$ cat src/rtl/instruction_decode.sv
// Decode stage: register file, jump/branch resolution with one-slot squash,
// and the registered ID/EX latch toward execute.
//
// Ports:
//   clock, reset        rising-edge clock, synchronous active-high reset
//   instruc_reg         instruction word from fetch (one cycle behind PC)
//   PC_plus_1           combinational PC+1 from fetch
//   wb_we/addr/data     register-file write port from writeback
//   PC_sel, jump_addr   combinational redirect back to fetch
//   ex_*                registered ID/EX bundle toward execute
module instruction_decode #(
  parameter int PC_W  = 10,
  parameter int REG_N = 32
) (
  input  logic            clock,
  input  logic            reset,
  input  logic [31:0]     instruc_reg,
  input  logic [PC_W-1:0] PC_plus_1,
  input  logic            wb_we,
  input  logic [4:0]      wb_addr,
  input  logic [31:0]     wb_data,
  output logic            PC_sel,
  output logic [PC_W-1:0] jump_address,
  output logic            ex_valid,
  output logic [5:0]      ex_opcode,
  output logic [5:0]      ex_funct,
  output logic [4:0]      ex_shamt,
  output logic [4:0]      ex_rs,
  output logic [4:0]      ex_rt,
  output logic [4:0]      ex_rd,
  output logic [31:0]     ex_rs_data,
  output logic [31:0]     ex_rt_data,
  output logic [31:0]     ex_imm,
  output logic [PC_W-1:0] ex_link
);

  localparam logic [5:0] OP_RTYPE = 6'h00;
  localparam logic [5:0] OP_J     = 6'h02;
  localparam logic [5:0] OP_JAL   = 6'h03;
  localparam logic [5:0] OP_BEQ   = 6'h04;
  localparam logic [5:0] OP_BNE   = 6'h05;
  localparam logic [5:0] FN_JR    = 6'h08;

  typedef struct packed {
    logic            valid;
    logic [5:0]      opcode;
    logic [5:0]      funct;
    logic [4:0]      shamt;
    logic [4:0]      rs;
    logic [4:0]      rt;
    logic [4:0]      rd;
    logic [31:0]     rs_data;
    logic [31:0]     rt_data;
    logic [31:0]     imm;
    logic [PC_W-1:0] link;
  } id_ex_t;

  logic [PC_W-1:0] pc_id_q, pc_id_d;
  logic            squash_q, squash_d;
  logic [31:0]     rf_q [REG_N];
  logic [31:0]     rf_d [REG_N];
  id_ex_t          ex_q, ex_d;

  logic [5:0]      opcode, funct;
  logic [4:0]      rs, rt;
  logic [31:0]     rs_data, rt_data;
  logic            id_valid;
  logic            is_j, is_jal, is_jr, is_beq, is_bne, is_alu_r;
  logic            taken;
  logic [PC_W-1:0] target;
  logic [4:0]      rd_sel;

  assign opcode   = instruc_reg[31:26];
  assign funct    = instruc_reg[5:0];
  assign rs       = instruc_reg[25:21];
  assign rt       = instruc_reg[20:16];
  assign id_valid = ~squash_q;

  assign is_j     = (opcode == OP_J);
  assign is_jal   = (opcode == OP_JAL);
  assign is_jr    = (opcode == OP_RTYPE) && (funct == FN_JR);
  assign is_beq   = (opcode == OP_BEQ);
  assign is_bne   = (opcode == OP_BNE);
  assign is_alu_r = (opcode == OP_RTYPE) && (funct != FN_JR);

  // Reads see the value being written this cycle (write-through).
  always_comb begin
    rs_data = '0;
    if (rs != 5'd0) begin
      if (wb_we && (wb_addr == rs)) rs_data = wb_data;
      else                          rs_data = rf_q[rs];
    end
  end

  always_comb begin
    rt_data = '0;
    if (rt != 5'd0) begin
      if (wb_we && (wb_addr == rt)) rt_data = wb_data;
      else                          rt_data = rf_q[rt];
    end
  end

  always_comb begin
    taken  = 1'b0;
    target = '0;
    unique case (1'b1)
      is_j, is_jal: begin
        taken  = 1'b1;
        target = instruc_reg[PC_W-1:0];
      end
      is_jr: begin
        taken  = 1'b1;
        target = rs_data[PC_W-1:0];
      end
      is_beq: begin
        taken  = (rs_data == rt_data);
        target = pc_id_q + instruc_reg[PC_W-1:0];
      end
      is_bne: begin
        taken  = (rs_data != rt_data);
        target = pc_id_q + instruc_reg[PC_W-1:0];
      end
      default: ;
    endcase
  end

  // A squashed slot or a cycle under reset never redirects fetch.
  assign PC_sel       = id_valid & ~reset & taken;
  assign jump_address = PC_sel ? target : '0;

  always_comb begin
    rd_sel = instruc_reg[20:16];
    unique case (1'b1)
      is_jal:                         rd_sel = 5'd31;
      is_j, is_jr, is_beq, is_bne:    rd_sel = 5'd0;
      is_alu_r:                       rd_sel = instruc_reg[15:11];
      default: ;
    endcase
  end

  always_comb begin
    ex_d = '0;
    if (id_valid) begin
      ex_d.valid   = 1'b1;
      ex_d.opcode  = opcode;
      ex_d.funct   = funct;
      ex_d.shamt   = instruc_reg[10:6];
      ex_d.rs      = rs;
      ex_d.rt      = rt;
      ex_d.rd      = rd_sel;
      ex_d.rs_data = rs_data;
      ex_d.rt_data = rt_data;
      ex_d.imm     = {{16{instruc_reg[15]}}, instruc_reg[15:0]};
      ex_d.link    = is_jal ? pc_id_q : '0;
    end
  end

  always_comb begin
    rf_d = rf_q;
    if (wb_we && (wb_addr != 5'd0)) rf_d[wb_addr] = wb_data;
  end

  assign squash_d = PC_sel;
  assign pc_id_d  = PC_plus_1;

  always_ff @(posedge clock) begin
    if (reset) begin
      pc_id_q  <= '0;
      squash_q <= 1'b1;
      ex_q     <= '0;
      for (int i = 0; i < REG_N; i++) rf_q[i] <= '0;
    end else begin
      pc_id_q  <= pc_id_d;
      squash_q <= squash_d;
      ex_q     <= ex_d;
      rf_q     <= rf_d;
    end
  end

  assign ex_valid   = ex_q.valid;
  assign ex_opcode  = ex_q.opcode;
  assign ex_funct   = ex_q.funct;
  assign ex_shamt   = ex_q.shamt;
  assign ex_rs      = ex_q.rs;
  assign ex_rt      = ex_q.rt;
  assign ex_rd      = ex_q.rd;
  assign ex_rs_data = ex_q.rs_data;
  assign ex_rt_data = ex_q.rt_data;
  assign ex_imm     = ex_q.imm;
  assign ex_link    = ex_q.link;

endmodule

$ cat config.mk
export PLATFORM = sky130hd
export DESIGN_NAME = instruction_decode
export DESIGN_NICKNAME = d
export VERILOG_FILES = /design/src/rtl/instruction_decode.sv
export SDC_FILE = /design/constraint.sdc
export NUM_CORES = 2
export LEC_CHECK = 0
export CAP_MARGIN = 10
export CORE_ASPECT_RATIO = 1.75
export CORE_MARGIN = 2
export CORE_UTILIZATION = 52
export CTS_BUF_LIST = sky130_fd_sc_hd__clkbuf_8 sky130_fd_sc_hd__clkbuf_16
export DETAILED_ROUTE_END_ITERATION = 12
export HOLD_SLACK_MARGIN = 0.08
export PLACE_DENSITY_LB_ADDON = 0.08
export SLEW_MARGIN = 20
export SYNTH_ARGS = -nofsm -noshare
export SYNTH_HDL_FRONTEND = slang
export SYNTH_SLANG_ARGS = --single-unit
$ cat constraint.sdc
create_clock -name clock -period 5.5 [get_ports clock]
set_input_delay 1.1 -clock clock [delete_from_list [all_inputs] [get_ports clock]]
set_output_delay 1.1 -clock clock [all_outputs]
set_load 0.01 [all_outputs]
Yosys cells after proc, flatten, opt, wreduce, memory -nomap -nowiden:

Cells that the tools add are included.

* input port bits: 82
* register bits: 1158
* memories: 0
* word-level logic and storage cells: 103
* RAM bits: 0
* bits in latches: 0
* bits in read-only memories: 0
* output and inout port bits: 150

* shifts and indexed selects: 0
* mux-type cells: 19
* $mul: 0
* add/subtract/negate cells: 1
* bitwise gates (word level): 8
* magnitude comparators: 4
* div/mod/pow operators: 0
* equal/unequal tests: 10
* reduce and logical (&&, ||, !) cells: 16

Operator list (count)
* $bwmux W1024: 1
* $bmux W32 S5: 2
* $mux W32: 9
* $demux W32 S5: 1
* $mux W139: 1
* $eq A32 B32 Y1: 1
* $ne A32 B32 Y1: 1
* $pmux W10 S3: 1
* $mux W10: 2
* $ge A6 B6 Y1 const B: 3
* $not A5 Y6: 3
* $pmux W5 S3: 1
* $reduce_bool A5 Y1: 3
* $eq A6 B2 Y1 const B: 2
* $eq A6 B3 Y1 const B: 2
* $add A10 B10 Y10: 1
* $eq A5 B5 Y1: 2
* $eq A6 B4 Y1 const B: 1
* $logic_and A1 B1 Y1: 6
* $logic_not A6 Y1: 1
* $lt A6 B1 Y1 const B: 1
* $ne A6 B4 Y1 const B: 1
* $reduce_or A2 Y1: 3
* $reduce_or A3 Y1: 2
* 4 further kinds: 7

Longest topological paths before layout:

* depth after elaboration: 10
* depth in mapped cells: 18

Worst setup path before layout:

No wires, ideal clock.

* kind: input to output
* from: input instruc_reg[23]
* to: output jump_address[0]
* data arrival time: 4.302 ns
* data required time: 4.400 ns
* slack: 0.098 ns
* buffers on the path: 4
* stages on the path: 15
* cell sequence: buf_4 buf_4 clkbuf_1 mux4_2 mux4_2 and2_0 a211oi_1 nor2_1 xnor2_1 nor4_1 nand4_1 nor4_4 a41oi_2 buf_6 a21oi_2

* word-level cells in the longest chain between the ends: 10
* elaborated cells between the ends (all ways): 15
* those cells by class: eq/ne: 3; mux: 8; bitwise: 2; reduce/logical: 2

Ends and longest elaborated chain
* start: declaration: line 17 `input logic [31:0] instruc_reg,`
* $not A5 Y6 (not written as such): line 91 `else rs_data = rf_q[rs];`
* $bmux W32 S5: line 91
* $mux W32 (not written as such) (2 in series): line 91
* $mux W32: line 90 `if (wb_we && (wb_addr == rs)) rs_data = wb_data;`
* $mux W32 (*): line 89 `if (rs != 5'd0) begin`
* $ne A32 B32 Y1 or $eq A32 B32 Y1 (tied branches): line 120, 116
* $pmux W1 S3: line 106 `unique case (1'b1)`
* $and A1 B1 Y1: line 128 `assign PC_sel = id_valid & ~reset & taken;`
* $mux W10 (*): line 129 `assign jump_address = PC_sel ? target : '0;`
* end: declaration: line 23 `output logic [PC_W-1:0] jump_address,`

Every way passes the cells marked *; elsewhere a longest branch is shown, timed or not. The select of a mux whose other input is x is not followed.

Worst setup path in the final report:

* from: input instruc_reg[16]
* to: output jump_address[0]

* word-level cells in the longest chain between the ends: 10
* elaborated cells between the ends (all ways): 14
* those cells by class: eq/ne: 3; mux: 7; bitwise: 2; reduce/logical: 2

Ends and longest elaborated chain
* $not A5 Y6 (not written as such): line 99 `else rt_data = rf_q[rt];`
* $bmux W32 S5: line 99
* $mux W32 (not written as such) (2 in series): line 99
* $mux W32: line 98 `if (wb_we && (wb_addr == rt)) rt_data = wb_data;`
* $mux W32 (*): line 97 `if (rt != 5'd0) begin`
* $ne A32 B32 Y1 or $eq A32 B32 Y1 (tied branches): line 120, 116
* $pmux W1 S3 (*): line 106
* $and A1 B1 Y1 (*): line 128
* $mux W10 (*): line 129

Marks and branches as above.

==> results.txt <==
----------------------------------------------------
[Synth]
  Cell area after technology mapping ... 0.0581 mm2
  Fraction of registers with async set or reset after synthesis ... 0
  Synthesized area per cell ... 8.69 um2
  Post-synthesis sequential element count ... 1147
  Distinct cell type count of the synthesized netlist ... 90
  Ys Warns ... 0
  Number of instances in the synthesized netlist ... 6687
  Total nets after synthesis ... 6779
  Number of flops mapped to enable cells by yosys ... 0
  Most used DFF post-synth ... sky130_fd_sc_hd__dfxtp_1
  Fraction of the yosys area taken by sequential cells ... 0.395

[Setup path]
  Startpoint class of the critical path ... primary input
  Flop-to-flop setup slack ... 1790 ps
  Peak fanout along the critical path ... 11
  Endpoint arrival time on the critical path ... 5170 ps
  Worst setup EP type ... primary output
  Req. time, crit path ... 4400 ps
  Worst R2R Start ... rf_q[149]
  Worst reg-to-reg path cell count ... 16
  Max stage delay on crit path ... 510 ps
  Cell with the largest stage delay on the worst path ... sky130_fd_sc_hd__mux4_2
  CP Class ... in -> out
  Crit-path cells ... buf_16, buf_12, buf_12, buf_16, mux4_2, nand2_1, and3_1, a211oi_1, a221o_1, xnor2_1, nor4_2, buf_4, nand4_1, nor4_4, buf_6, a41oi_4, clkbuf_16, buf_6, a21oi_2, buf_2
  Worst flop-to-flop path endpoint ... squash_q

[Floorplanning]
  Rows ... 162
  Top-level port count ... 232
  Starting density of the core ... 0.523
  Floorplan core area ... 0.111 mm2
  Chip width ... ~260 um
  Die boundary height ... 446 um
  Die Area ... 0.115 mm2

[Finish]
  Net count reported at finish ... 7300
  Number of cells in the finished layout apart from fillers ... ~8800
  Synthesis-to-layout area growth ... 24.4%
  Share of final-layout standard cells stronger than drive strength 1 ... 0.238
  Area used by multi-input combinational logic ... about 0.033 mm2
  Layout fillers ... between 9000 and 10000
  Flip-flop and latch area ... 0.0230 mm2

[GRT]
  Maximum number of pins on one net before global-route repair ... 219
  Global-route usage over all layers ... 0.517
  Global-route wire length before repair ... 420 mm
  Number of global-route vias before repair ... 56900
  Initial antenna violation count ... 22
  Gr ovfl total ... 0

[STA]
  Measured slew at the worst slew-check pin ... 1250 ps
  Highest clock rate ... 0.159 GHz
  Worst clock skew ... 42.7 ps
  Worst rel slew slack ... 0.161
  Post-route setup slack ... -772 ps
  Final worst path period share ... 1.14
  Number of slew-limit violations in the final report ... 0
  Final Hold Viols ... 0
  Hold Slack ... 466 ps
  Number of endpoints failing setup at the final stage ... 11
  Unrepaired setup endpoints after global routing ... true
  Tmin final ... 6270 ps
  Sum of negative setup slack ... -7980 ps

[Drt]
  Detailed-route vias per instance ... 6.75
  Post-DRT Antenna Nets ... 0
  Final routed wirelength across all metal layers ... 302 mm
  DRT Pass-1 Iters ... 7
  Violation count after the first detailed-routing iteration ... approximately 8400
  Via total after detailed routing ... 59300
  Average routed wire per standard cell ... 34.4 um
  Residual DRC ... 0

[Worst hold path]
  Worst min-delay path category ... reg -> reg
  Count of cells along the worst hold path ... 2
  Hold path endpoint ... rf_q[302]
  Beginning of the worst hold path ... rf_q[302]

[Placed design]
  Post-placement cell count ... 8487
  Routability congestion estimate ... roughly 1.0
  Estimated wirelength of the detail-placed design ... between 150 and 200 mm
  Worst slack after detailed placement ... -1560 ps
  Buffers added on ports ... 231

[Clock network]
  Clock slew at the register clock pins of the worst setup and hold paths ... 60 ps
  Root buffer cell ... sky130_fd_sc_hd__clkbuf_16
  Number of buffers inserted during clock tree synthesis ... 106
  Max H-tree Level ... 3
  Skew-Pair Late Insertion Delay ... ~770 ps
  TritonCTS clock tree ... yes
  Clock sinks ... 1147
  Buffer levels on the longest clock path ... 3

[Power and ir drop]
  Worst VDD drop ... between 0.0003 and 0.0004 V
  Leakage power of the design ... 26.1 nW
  Power density of the placed cells ... 261 mW/mm2

[Run status]
  Status ... finished, violations left
  Violations in the final reports ... setup timing

[Job]
  Number of max-cap violations ... 0

----------------------------------------------------
-- where the power goes --
group	internal, W	total (W)	switching, W
clock	0.00419	0.00777	0.00357
combinational	0.00107	0.00268	0.00161
sequential	0.00839	0.00845	0.0000594
-- cell type report --
cell class | instances | area share
well taps | 1476 | 0.0256
clock buffers | 129 | 0.0414
repair buffers | 1111 | 0.151
diodes | 13 | 0.000450
flip-flops and latches | 1147 | 0.318
multi-input cells | 4828 | 0.456
inverters | 14 | 0.000744
clock inverters | 66 | 0.00770
-- cells in the mapped netlist, types with 16 or more instances --
| cell | n | share of area |
|---|---|---|
| sky130_fd_sc_hd__nand2_1 | 2105 | 0.14 |
| sky130_fd_sc_hd__dfxtp_1 | 1147 | 0.40 |
| sky130_fd_sc_hd__a21oi_1 | 1067 | 0.092 |
| sky130_fd_sc_hd__clkbuf_1 | 495 | 0.032 |
| sky130_fd_sc_hd__mux4_2 | 383 | 0.15 |
| sky130_fd_sc_hd__mux2i_1 | 291 | 0.050 |
| sky130_fd_sc_hd__nor2_1 | 148 | 0.0096 |
| sky130_fd_sc_hd__a22oi_1 | 101 | 0.013 |
| sky130_fd_sc_hd__buf_4 | 79 | 0.010 |
| sky130_fd_sc_hd__nor2b_1 | 65 | 0.0070 |
| sky130_fd_sc_hd__and2_1 | 56 | 0.0060 |
| sky130_fd_sc_hd__mux2_2 | 54 | 0.010 |
| sky130_fd_sc_hd__buf_2 | 51 | 0.0044 |
| sky130_fd_sc_hd__o21ai_0 | 45 | 0.0039 |
| sky130_fd_sc_hd__o22ai_1 | 45 | 0.0048 |
| sky130_fd_sc_hd__buf_6 | 44 | 0.0085 |
| sky130_fd_sc_hd__nor3_1 | 32 | 0.0028 |
| sky130_fd_sc_hd__and3_1 | 31 | 0.0033 |
| sky130_fd_sc_hd__a221oi_1 | 29 | 0.0044 |
| sky130_fd_sc_hd__o211ai_1 | 28 | 0.0036 |
| sky130_fd_sc_hd__nand3_1 | 25 | 0.0022 |
| sky130_fd_sc_hd__xnor2_1 | 25 | 0.0038 |
| sky130_fd_sc_hd__a211oi_1 | 23 | 0.0030 |
| sky130_fd_sc_hd__buf_1 | 19 | 0.0012 |
| sky130_fd_sc_hd__xor2_1 | 16 | 0.0024 |
-- critical path, delay by kind of cell --
family / cells / cell delay [ps]
buffers and inverters: 9 / 1430
AND/OR/NAND/NOR: 5 / 1260
AO/OA/AOI/OAI: 4 / 690
multiplexers: 1 / 510
XOR/XNOR: 1 / 150
-- logic make-up after synthesis --
family          Yosys count  share of synthesized area
compound gates         1487                      0.147
flops                  1147                      0.395
buf+inv                 712                     0.0590
mux                     735                      0.212
simple gates           2555                      0.179
xor+xnor                 41                    0.00618
fa+ha+maj                10                    0.00228
-- layout by cell type (no fill, tap or decap), drive strengths merged, types with 10 or more instances in the layout --
cell type	n
nand2	2106
dfxtp	1147
a21oi	1078
buf	892
mux4	389
mux2i	292
clkdlybuf4s50	205
nor2	148
clkbuf	132
a22oi	101
nor2b	65
and2	60
mux2	54
o21ai	50
o22ai	45
inv	36
nor3	32
and3	31
a221oi	29
o211ai	28
clkinv	28
nand3	25
xnor2	25
a211oi	23
xor2	16
nor4	16
nand2b	14
diode	13
a32oi	11
o221ai	10
-- stage by stage --
stage | power, W | area, um2 | util
global route | 0.0192 | 72200 | 0.650
finish | 0.0189 | 72300 | 0.651
detailed placement | 0.0110 | 66500 | 0.599
CTS | 0.0187 | 71700 | 0.646
global placement | 0.0110 | 66500 | 0.599
floorplan | 0.00976 | 58100 | -
-- sequential cells by signal, summed over array words and instances, names as in the netlist --
signal      cells
ex_shamt        4
squash_q        1
ex_imm          7
ex_rs_data     32
rf_q         1024
ex_valid        1
ex_rt           5
ex_link        10
ex_opcode       6
ex_funct        5
ex_rs           5
ex_rd           5
ex_rt_data     32
pc_id_q        10
-- worst max path at each step --
stage,start,end,cells past startpoint
final,instruc_reg[16],jump_address[0],20
after global routing,instruc_reg[16],jump_address[0],22
after CTS,instruc_reg[16],jump_address[4],17
after detailed placement,instruc_reg[16],jump_address[4],19
after global placement,instruc_reg[16],jump_address[1],20
after floorplan,instruc_reg[23],jump_address[0],15
-- layer usage --
| metal | global-route usage | wire length, um | vias to the layer above |
|---|---|---|---|
| met5 | 0.00983 | 74 | - |
| met4 | 0.543 | 39500 | 12 |
| met3 | 0.147 | 36500 | 1765 |
| met2 | 0.785 | 130000 | 4784 |
| met1 | 0.561 | 95900 | 28400 |
| li1 | - | - | 24300 |
-- what timing repair did --
item,CTS,global route
gates resized for setup,215,76
pin swaps,59,43
setup buffers,68,12
gates cloned,12,1
setup endpoints to repair,11,11
hold buffers,0,0
endpoints found under the hold margin,0,0
(Power assumes the default switching activity.)
